<file path="src/rtl/rv_multicycle_ctrl.sv">
// Multi-cycle RV32I control FSM: START/FETCH/DECODE/EXEC/MEM/WB/TRAP with bus timeout.
// Optional retired-instruction counter enabled by defining RV_CTRL_INSTRET_EN.
module rv_multicycle_ctrl #(
    parameter int unsigned TIMEOUT_CYCLES = 255
) (
    input  logic        clk,
    input  logic        rst,
    input  logic [6:0]  opcode,
    input  logic [2:0]  funct3,
    input  logic        br_taken,
    input  logic        mem_ready,
    output logic        mem_req,
    output logic        mem_we,
    output logic        mem_addr_sel,
    output logic        ir_we,
    output logic        pc_we,
    output logic [1:0]  pc_sel,
    output logic        reg_we,
    output logic [1:0]  wb_sel,
    output logic        alu_a_sel,
    output logic        alu_b_sel,
    output logic [1:0]  alu_op,
    output logic        illegal,
    output logic        bus_err,
    output logic [31:0] instret,
    output logic [2:0]  state_o
);

    typedef enum logic [2:0] {
        S_START  = 3'd0,
        S_FETCH  = 3'd1,
        S_DECODE = 3'd2,
        S_EXEC   = 3'd3,
        S_MEM    = 3'd4,
        S_WB     = 3'd5,
        S_TRAP   = 3'd6
    } state_t;

    localparam logic [6:0] OPC_OP     = 7'b0110011;
    localparam logic [6:0] OPC_IMM    = 7'b0010011;
    localparam logic [6:0] OPC_LOAD   = 7'b0000011;
    localparam logic [6:0] OPC_STORE  = 7'b0100011;
    localparam logic [6:0] OPC_BRANCH = 7'b1100011;
    localparam logic [6:0] OPC_JAL    = 7'b1101111;
    localparam logic [6:0] OPC_JALR   = 7'b1100111;
    localparam logic [6:0] OPC_LUI    = 7'b0110111;
    localparam logic [6:0] OPC_AUIPC  = 7'b0010111;
    localparam logic [6:0] OPC_FENCE  = 7'b0001111;

    localparam logic [15:0] TMO_LIMIT = 16'(TIMEOUT_CYCLES);
    localparam bit          TMO_EN    = (TIMEOUT_CYCLES != 0);

    state_t      state_q;
    logic [15:0] tmo_q;
    logic        illegal_q;
    logic        bus_err_q;

    logic        is_load, is_store, is_branch, is_fence, legal;
    logic [15:0] tmo_d;
    logic        tmo_hit;

    // Access width is resolved by the LSU, so funct3 plays no part in sequencing.
    logic unused_funct3;
    assign unused_funct3 = ^funct3;

    assign is_load   = (opcode == OPC_LOAD);
    assign is_store  = (opcode == OPC_STORE);
    assign is_branch = (opcode == OPC_BRANCH);
    assign is_fence  = (opcode == OPC_FENCE);

    always_comb begin
        case (opcode)
            OPC_OP, OPC_IMM, OPC_LOAD, OPC_STORE, OPC_BRANCH,
            OPC_JAL, OPC_JALR, OPC_LUI, OPC_AUIPC, OPC_FENCE: legal = 1'b1;
            default:                                          legal = 1'b0;
        endcase
    end

    assign tmo_d   = tmo_q + 16'd1;
    assign tmo_hit = TMO_EN && !mem_ready && (tmo_d == TMO_LIMIT);

    always_ff @(posedge clk or posedge rst) begin
        if (rst) begin
            state_q   <= S_START;
            tmo_q     <= '0;
            illegal_q <= 1'b0;
            bus_err_q <= 1'b0;
        end else begin
            case (state_q)
                S_START: begin
                    state_q <= S_FETCH;
                    tmo_q   <= '0;
                end
                S_FETCH, S_MEM: begin
                    if (mem_ready) begin
                        tmo_q <= '0;
                        if (state_q == S_FETCH) state_q <= S_DECODE;
                        else if (is_store)      state_q <= S_FETCH;
                        else                    state_q <= S_WB;
                    end else if (tmo_hit) begin
                        state_q   <= S_TRAP;
                        bus_err_q <= 1'b1;
                    end else begin
                        tmo_q <= tmo_d;
                    end
                end
                S_DECODE: begin
                    if (legal) begin
                        state_q <= S_EXEC;
                    end else begin
                        state_q   <= S_TRAP;
                        illegal_q <= 1'b1;
                    end
                end
                S_EXEC: begin
                    tmo_q <= '0;
                    if (is_load || is_store)       state_q <= S_MEM;
                    else if (is_branch || is_fence) state_q <= S_FETCH;
                    else                           state_q <= S_WB;
                end
                S_WB: begin
                    state_q <= S_FETCH;
                    tmo_q   <= '0;
                end
                default: state_q <= S_TRAP;
            endcase
        end
    end

    always_comb begin
        mem_req      = 1'b0;
        mem_we       = 1'b0;
        mem_addr_sel = 1'b0;
        ir_we        = 1'b0;
        pc_we        = 1'b0;
        pc_sel       = 2'b00;
        reg_we       = 1'b0;
        wb_sel       = 2'b00;
        alu_a_sel    = 1'b0;
        alu_b_sel    = 1'b0;
        alu_op       = 2'b00;

        // ALU selects stay stable from EXEC through WB so the result feeding the regfile/address holds.
        if (state_q == S_EXEC || state_q == S_MEM || state_q == S_WB) begin
            case (opcode)
                OPC_OP:              alu_op = 2'b01;
                OPC_IMM: begin
                    alu_b_sel = 1'b1;
                    alu_op    = 2'b01;
                end
                OPC_LOAD, OPC_STORE,
                OPC_JALR:            alu_b_sel = 1'b1;
                OPC_AUIPC: begin
                    alu_a_sel = 1'b1;
                    alu_b_sel = 1'b1;
                end
                OPC_BRANCH:          alu_op = 2'b10;
                default:             ;
            endcase
        end

        case (state_q)
            S_FETCH: begin
                mem_req = 1'b1;
                ir_we   = mem_ready;
            end
            S_EXEC: begin
                if (is_branch) begin
                    pc_we  = 1'b1;
                    pc_sel = {1'b0, br_taken};
                end else if (is_fence) begin
                    pc_we  = 1'b1;
                end
            end
            S_MEM: begin
                mem_req      = 1'b1;
                mem_addr_sel = 1'b1;
                mem_we       = is_store;
                pc_we        = mem_ready && is_store;
            end
            S_WB: begin
                reg_we = 1'b1;
                pc_we  = 1'b1;
                case (opcode)
                    OPC_LOAD:          wb_sel = 2'b01;
                    OPC_JAL, OPC_JALR: wb_sel = 2'b10;
                    OPC_LUI:           wb_sel = 2'b11;
                    default:           wb_sel = 2'b00;
                endcase
                if (opcode == OPC_JAL)       pc_sel = 2'b01;
                else if (opcode == OPC_JALR) pc_sel = 2'b10;
            end
            default: ;
        endcase
    end

    assign illegal = illegal_q;
    assign bus_err = bus_err_q;
    assign state_o = state_q;

`ifdef RV_CTRL_INSTRET_EN
    logic [31:0] instret_q;

    always_ff @(posedge clk or posedge rst) begin
        if (rst)        instret_q <= '0;
        else if (pc_we) instret_q <= instret_q + 32'd1;
    end

    assign instret = instret_q;
`else
    assign instret = '0;
`endif

endmodule

</file>
<file path="config.mk">
export PLATFORM = sky130hd
export DESIGN_NAME = rv_multicycle_ctrl
export DESIGN_NICKNAME = d
export VERILOG_FILES = /design/src/rtl/rv_multicycle_ctrl.sv
export SDC_FILE = /design/constraint.sdc
export NUM_CORES = 1
export LEC_CHECK = 0
export CORE_ASPECT_RATIO = 2
export CORE_UTILIZATION = 43
export CTS_BUF_LIST = sky130_fd_sc_hd__clkbuf_8
export DETAILED_ROUTE_END_ITERATION = 10
export GPL_ROUTABILITY_DRIVEN = 0
export PLACE_DENSITY = 0.81
export SYNTH_ARGS = -nofsm -noshare
export SYNTH_HDL_FRONTEND = slang
export SYNTH_SLANG_ARGS = --single-unit
</file>
<file path="constraint.sdc">
create_clock -name clk -period 2.2 [get_ports clk]
set_input_delay 0.33 -clock clk [delete_from_list [all_inputs] [get_ports clk]]
set_output_delay 0.33 -clock clk [all_outputs]
set_load 0.01 [all_outputs]
</file>
=== Word-level counts from Yosys, hierarchy flattened ===
Index checks and enable logic that the tools add are counted.

* Memory bits (writable): 0
* Bits of input ports: 14
* Output and inout port bits: 51
* Memories kept: 0
* Bits in read-only memories: 0
* Bits in latches: 0
* Flip-flop bits (word level): 21

* Div/mod/pow operators: 0
* Bitwise logic cells: 2
* Muxes and demuxes: 32
* Reduce and logical (&&, ||, !) cells: 19
* $add $sub $neg: 1
* Multiply operators: 0
* $lt $le $gt $ge: 0
* Equal/unequal tests: 18
* Shift-type cells: 0

{| class="wikitable"
|+ Operators by type and width
! cell !! count
|-
| 16-bit 2-to-1 mux || 2
|-
| 16-bit case mux with 2 select lines || 1
|-
| 7-bit by 6-bit equality test with 1-bit output, second input constant || 3
|-
| 7-bit equality test, second input constant || 3
|-
| 3-bit 2-to-1 mux || 7
|-
| 16-bit by 1-bit adder with 16-bit output, second input constant || 1
|-
| 16-bit by 8-bit equality test with 1-bit output, second input constant || 1
|-
| 7-bit by 5-bit equality test with 1-bit output, second input constant || 2
|-
| 1-bit 2-to-1 mux || 13
|-
| 3-bit case mux with 4 select lines || 1
|-
| 10-bit OR reduction || 1
|-
| 2-bit 2-to-1 mux || 4
|-
| 2-bit case mux with 2 select lines || 2
|-
| 2-bit OR reduction || 4
|-
| 7-bit by 2-bit equality test with 1-bit output, second input constant || 1
|-
| 7-bit by 4-bit equality test with 1-bit output, second input constant || 1
|-
| 3-bit by 2-bit equality test with 1-bit output, second input constant || 2
|-
| 3-bit equality test, second input constant || 2
|-
| 2-bit case mux with 3 select lines || 1
|-
| 5-bit OR reduction || 1
|-
| 1-bit logical OR || 4
|-
| 2-bit AND reduction || 2
|-
| 3-bit by 1-bit equality test with 1-bit output, second input constant || 1
|-
| 3-bit zero test || 1
|-
| other kinds (9) || 11
|}

=== Depth between registers and ports, before layout ===
Gate-level depths: netlist of run 1.

* Word-level depth: 6
* Depth in mapped cells: 8

=== Least setup slack after synthesis of run 1 ===
OpenSTA, ideal clock, no wires.

* Kind: register -> register
* Start: register tmo_q[1]
* End: register tmo_q[1]
* Slack: -0.089 ns
* Arrival time: 2.161 ns
* Data required time: 2.072 ns
* Setup time: 0.128 ns
* Cell stages (with the launch flop): 8
* Path buffers: 0
* Path through: dfrtp_1 > ha_1 > nand3_1 > or4_1 > xor2_1 > o2111a_2 > a31oi_4 > mux2_1

* Cells in the longest elaborated chain, start to end: 5
* Elaborated cells on any way between the ends: 8
* Classes of those cells: 1 x add/sub; 2 x eq/ne; 3 x mux; 2 x reduce/logical

{| class="wikitable"
|+ Ends and longest elaborated chain
! element !! RTL line !! source
|-
| from (decl) || 54 || <nowiki>logic [15:0] tmo_q;</nowiki>
|-
| from (signal assigned) || 104 || <nowiki>tmo_q <= tmo_d;</nowiki>
|-
| 16-bit by 1-bit adder with 16-bit output (*) || 79 || <nowiki>assign tmo_d = tmo_q + 16'd1;</nowiki>
|-
| 16-bit by 8-bit equality test with 1-bit output || 80 || <nowiki>assign tmo_hit = TMO_EN && !mem_ready && (tmo_d == TMO_LIMIT);</nowiki>
|-
| 1-bit logical AND || 80 ||
|-
| 3-bit != test (no source line) || - ||
|-
| 2-bit AND reduction (no source line) || - ||
|}

Every way passes the cells marked *; elsewhere a longest branch is shown, timed or not. The select of a mux whose other input is x is not followed.
A chain may end at the register's enable or synchronous reset.

=== Worst setup path in the final report of run 1 ===
* Start: register tmo_q[0]
* End: register tmo_q[1]

Same word-level chain as after synthesis.

==> results.ini, run 1 <==
[critical_path]
cp.arrival_ps=2470
end_kind=flip-flop
cp_slowest_cell=or4b_4
cp_num_buf_inv=0
critPathRequiredTime_ps=2360
critPathMaxStageDelay_ps=480
reg2reg_setup_slack_ps=-110
path_delay_family=compound AO/OA/AOI/OAI gates
critical_path_class=reg -> reg
cp_cell_sequence=ha_4, xnor2_1, or4b_4, a211oi_2, o2111a_2, a31oi_4, mux2_4
start_kind=flip-flop
cp_max_fo=3

[drt]
vias=2158
drtIter0Drc=50
wl_per_cell_um=15.0
via_per_inst=5.46
drc=0
antenna_left=0
routed_wl_mm=5.92
drt_pass1_iterations=5

[place]
place_ws_ps=-370
place_inst=384
place_hpwl_mm=4.44
port_buffers=29
place_area_mm2=0.00261

[sta]
skew_ps=4.24
period_share_pct=105
rsz0062_at_grt=true
finalSetupViolations=17
fin_crit_ps=2310
drv_slew=0
hold_viol=0
relSlewSlack_pct=60.5
clock.fmax_ghz=0.433
setup_ws_ps=-110
worstMarginPinSlew_ps=578
hold_ws_ps=396

[die]
initial_core_util_pct=45.2
dieArea_mm2=0.00495
rows=34
pin_count=65
die-width_um=50.2
core_region_area_mm2=0.00442
die_h_um=98.5

[power]
leakage_nw=1.19
power_density_mw_per_mm2=716
ir_worst_vdd_v=0.000710

[clocking]
clockBufferDepth=2
cts_buffers=3
cts_root_buf=clkbuf_8
path_clk_slew_ps=80
cts_tree=built
postCtsHoldBufs=0
clkLatencyLatePin_ps=270
htree_num_levels=1
numClockSinks=21

[cells_and_area]
stdcell_area_mm2=0.00278
nets=358
fin_cells=395
num_antenna_cells=0
final_common_cell=buf_4
drive_gt1_share_pct=32.0
final_cell_mix=buf_4, conb_1, nand2_1
syn_to_final_growth_pct=39.0

[yosys]
ys_ff_latch=21
yosysSeqAreaShare_pct=26.3
synth_area_leader_cell=dfrtp_1
async_flop_share_pct=100
synth_top_area_share_pct=26.3
postSynthCellCount=260
ys_top_cells_by_area=dfrtp_1, buf_4, o21ai_0
ys.flop_type=dfrtp_1
postSynthAreaPerCell_um2=7.69
synth_area_mm2=0.00200
yosys_warnings=0
synth_cell_types=53
synth_edf_count=0

[global_routing]
antenna_found_initial=0
grt-ovfl-total=0
grt.total_usage_pct=24.0
grt_pass1_wl_mm=9.06
grt_max_degree=22
grt_pass1_vias=2080

[job]
cap_violations=0

[status]
violations=setup timing
outcome=finished with violations

[hold_path]
min_path_type=in -> async

[area by class of cell]
type	count	area [um^2]
Clock buffer	3	41.3
Clock inverter	1	3.75
Fill cell	396	1640
Inverter	9	33.8
Multi-Input combinational cell	218	1390
Sequential cell	21	526
Tap cell	54	67.6
Timing Repair Buffer	89	723
[worst min-delay path: stages]
cell and delay [ps]:
clkdlybuf4s50_1 390, inv_1 50, buf_4 280
[flip-flops by register name, summed over array words and instances, names as in the netlist]
| name | cells |
|---|---|
| tmo_q | 16 |
| state_o | 3 |
| bus_err | 1 |
| illegal | 1 |
[timing repair]
item                                   in CTS  in global routing
endpoints found under the hold margin       0                  0
cloned                                      0                  1
gates resized for setup                    20                 28
pin swaps                                   4                  2
setup buffers                               1                  5
setup endpoints to repair                  22                 29
[layer usage]
layer	vias to the layer above	GRT usage, %	part of all wire (%)
li1	1042	-	-
met3	32	1.85	3.3
met4	0	17.4	6.1
met2	94	46.3	57
met5	-	0	0
met1	990	22.0	34
[cell families after synthesis]
logic type               after synthesis  share of synthesized area [%]
flip-flops                            21                           26.3
multiplexers                           1                          0.563
buffers and inverters                 53                           16.3
adder cells (fa/ha/maj)                2                           1.25
XOR/XNOR                               5                           2.19
other                                  1                          0.187
AO/OA/AOI/OAI                         67                           24.0
AND/OR/NAND/NOR                      110                           29.2
[where the power goes]
part	total, mW	switching, mW	internal (mW)	leakage [nW]
Combinational	1.24	0.681	0.560	0.883
Clock	0.261	0.137	0.125	0.0269
Sequential	0.489	0.0483	0.440	0.279
Total	1.99	0.866	1.13	1.19
[worst paths after layout]
kind,start,to,cells after the start
worst max-delay path,tmo_q[0],tmo_q[1],7
worst min-delay path,rst,tmo_q[11],3
worst max register to register,tmo_q[0],tmo_q[1],7
worst min register to register,illegal,illegal,1
max in group asynchronous,rst,tmo_q[12],3
min in group clk,illegal,illegal,1
[synthesized netlist by cell type (4+ instances only)]
| library cell | instances |
|---|---|
| buf_4 | 34 |
| nand2_1 | 26 |
| o21ai_0 | 22 |
| dfrtp_1 | 21 |
| nor2_1 | 17 |
| nor3_1 | 13 |
| a21oi_1 | 12 |
| nand3_1 | 11 |
| clkbuf_1 | 10 |
| inv_1 | 9 |
| or3_1 | 6 |
| nand2b_1 | 5 |
| nor4_1 | 5 |
| a31oi_1 | 4 |
| nand4_1 | 4 |
| nor2b_1 | 4 |
| o31ai_2 | 4 |
[stage by stage]
stage	setup TNS (ps)	util (%)	power, mW
finish	-694	62.9	1.99
global route	-2440	62.9	2.12
CTS	-290	60.5	1.96
detailed placement	-4160	59.1	1.68
global placement	-3870	59.1	1.66
floorplan	0	-	1.19
No activity file was read; power rests on OpenSTA's default activity.
==> inputs of run 2 (changes only) <==
--- a/config.mk
+++ b/config.mk
@@ -6,11 +6,10 @@
 export NUM_CORES = 1
 export LEC_CHECK = 0
 export CORE_ASPECT_RATIO = 2
-export CORE_UTILIZATION = 43
-export CTS_BUF_LIST = sky130_fd_sc_hd__clkbuf_8
+export CORE_UTILIZATION = 42
 export DETAILED_ROUTE_END_ITERATION = 10
 export GPL_ROUTABILITY_DRIVEN = 0
-export PLACE_DENSITY = 0.81
+export PLACE_DENSITY = 0.8
 export SYNTH_ARGS = -nofsm -noshare
 export SYNTH_HDL_FRONTEND = slang
 export SYNTH_SLANG_ARGS = --single-unit
==> run 2 against run 1 <==
  * The flow still finishes with violations (setup timing)
  * Global-route usage increased by 0.85 points
  * Hold slack got worse by 7.5 ps
  * Clock power increased by 4%
  * Register-to-register slack improved by 60 ps
  * Non-clock buffer count unchanged
  * Via count increased by 2.9%
  * Critical path depth unchanged
==> results.ini, run 2 (synthesis results as in run 1) <==
[die]
die_h_um=99.6  ; +1.2%
core_region_area_mm2=0.00460  ; +3.9%
die-width_um=50.8  ; +1.1%
pin_count=65  ; unchanged
initial_core_util_pct=43.5  ; -1.7 points
dieArea_mm2=0.00506  ; +2.3%
rows=35  ; +2.9%

[global_routing]
grt_max_degree=22  ; unchanged
grt.total_usage_pct=24.9  ; +0.85 points
antenna_found_initial=0  ; unchanged
grt_pass1_wl_mm=9.35  ; +3.2%
grt_pass1_vias=2065  ; -0.72%
grt-ovfl-total=0  ; unchanged

[clocking]
cts_root_buf=clkbuf_8
htree_num_levels=1  ; unchanged
numClockSinks=21  ; unchanged
cts_tree=built
clockBufferDepth=2  ; unchanged
path_clk_slew_ps=90  ; about the same
clkLatencyLatePin_ps=270  ; about the same
cts_buffers=3  ; unchanged

[sta]
finalSetupViolations=3  ; -14
relSlewSlack_pct=66.8  ; +6.3 points
fin_crit_ps=2250  ; -59.2 ps
hold_viol=0  ; unchanged
setup_ws_ps=-51.2  ; +59.2 ps
period_share_pct=102  ; -2.7 points
clock.fmax_ghz=0.444  ; +2.6%
rsz0062_at_grt=true
worstMarginPinSlew_ps=485  ; -92.4 ps
drv_slew=0  ; unchanged
skew_ps=3.60  ; -0.641 ps

[status]
outcome=finished with violations
violations=setup timing

[place]
port_buffers=29  ; unchanged
place_hpwl_mm=4.50  ; +1.3%

[cells_and_area]
drive_gt1_share_pct=30.8  ; -1.2 points
top_register=tmo_q
final_cell_mix=buf_4, conb_1, nand2_1
syn_to_final_growth_pct=38.6
final_common_cell=buf_4
largest_register_ff_count=16  ; unchanged
nets=358  ; unchanged
num_antenna_cells=0  ; unchanged
final_core_util_pct=60.3  ; -2.5 points

[critical_path]
path_delay_family=simple AND/OR/NAND/NOR gates
cp_slowest_cell=or4_4
end_kind=flip-flop
cp_cell_sequence=ha_4, nand3_2, or4_4, xor2_1, o2111a_2, a31oi_4, mux2_4
cp_num_buf_inv=0  ; unchanged
cp.arrival_ps=2410  ; -60 ps
critPathMaxStageDelay_ps=460  ; -20 ps
critPathRequiredTime_ps=2360  ; about the same
critical_path_class=reg -> reg
start_kind=flip-flop
r2r_start=tmo_q[0]
cp_max_fo=4  ; +1
reg2reg_setup_slack_ps=-50  ; +60 ps
r2r_cells=7  ; unchanged
timing.rr.end=tmo_q[1]

[drt]
drc=0  ; unchanged
drtIter0Drc=63  ; +26%
routed_wl_mm=6.19  ; +4.5%
via_per_inst=5.61  ; +2.7%
wl_per_cell_um=15.6  ; +4.2%
vias=2221  ; +2.9%
antenna_left=0  ; unchanged
drt_pass1_iterations=4  ; -1

[power]
power_density_mw_per_mm2=737  ; +2.9%
leakage_nw=1.22  ; +2.8%
ir_worst_vdd_v=0.000752  ; +5.8%
total_power_mw=2.04  ; +2.6%

[hold_path]
min_path_type=in -> async

[job]
cap_violations=0  ; unchanged

-- run 2: power by group --
group | switching, mW | internal, mW | total [mW] | leakage [nW]
registers | 0.0542 | 0.440 | 0.495 | 0.279
clock network | 0.145 | 0.127 | 0.272 | 0.0255
logic | 0.702 | 0.575 | 1.28 | 0.917
total | 0.902 | 1.14 | 2.04 | 1.22
-- run 2: how the worst max path moves through the flow --
stage / start / end / slack, ps / depth (start not counted)
final: tmo_q[0] / tmo_q[1] / -50 / 7
after global routing: tmo_q[0] / tmo_q[1] / -110 / 7
after CTS: tmo_q[0] / tmo_q[1] / -30 / 7
after detailed placement: opcode[3] / pc_we / -340 / 7
after global placement: opcode[3] / pc_we / -290 / 7
after floorplan: tmo_q[1] / tmo_q[1] / 0.9 / 7
-- run 2: cell type report --
type | instances | area [um^2]
Clock buffer | 3 | 41.3
Tap cell | 55 | 68.8
Sequential cell | 21 | 526
Inverter | 9 | 33.8
Clock inverter | 1 | 5.00
Timing Repair Buffer | 89 | 718
Multi-Input combinational cell | 218 | 1380
Fill cell | 394 | 1820
-- run 2: worst min-delay path: cells and delay by family --
| kind | cells | cell delay, ps |
|---|---|---|
| buf+inv | 3 | 730 |
-- run 2: stage by stage --
| stage | area, um^2 | cells | hold slack [ps] | worst slack, ps | TNS, ps |
|---|---|---|---|---|---|
| after floorplan | 2140 | 291 | 307 | 0.860 | 0 |
| after global placement | 2620 | 386 | 465 | -294 | -3560 |
| after detailed placement | 2620 | 386 | 470 | -342 | -3970 |
| after CTS | 2720 | 395 | 401 | -32.2 | -32.2 |
| after global routing | 2770 | 396 | 420 | -111 | -633 |
| final | 2770 | 396 | 388 | -51.2 | -69.5 |
-- run 2: metal layers --
metal / vias up / track usage (%) / wire (um) / part of all wire (%)
met2: 115 / 46.9 / 3490 / 56
met1: 1027 / 21.5 / 2020 / 33
li1: 1041 / - / - / -
met4: 0 / 21.2 / 406 / 6.6
met5: - / 0 / 0 / 0
met3: 38 / 3.67 / 272 / 4.4
-- run 2: repair_timing --
| action | in CTS | in global routing |
|---|---|---|
| hold buffers | 0 | 0 |
| gates cloned | 1 | 0 |
| buffers inserted | 4 | 1 |
| setup endpoints to repair | 16 | 27 |
| resized for setup | 23 | 20 |
| pin swaps | 4 | 8 |
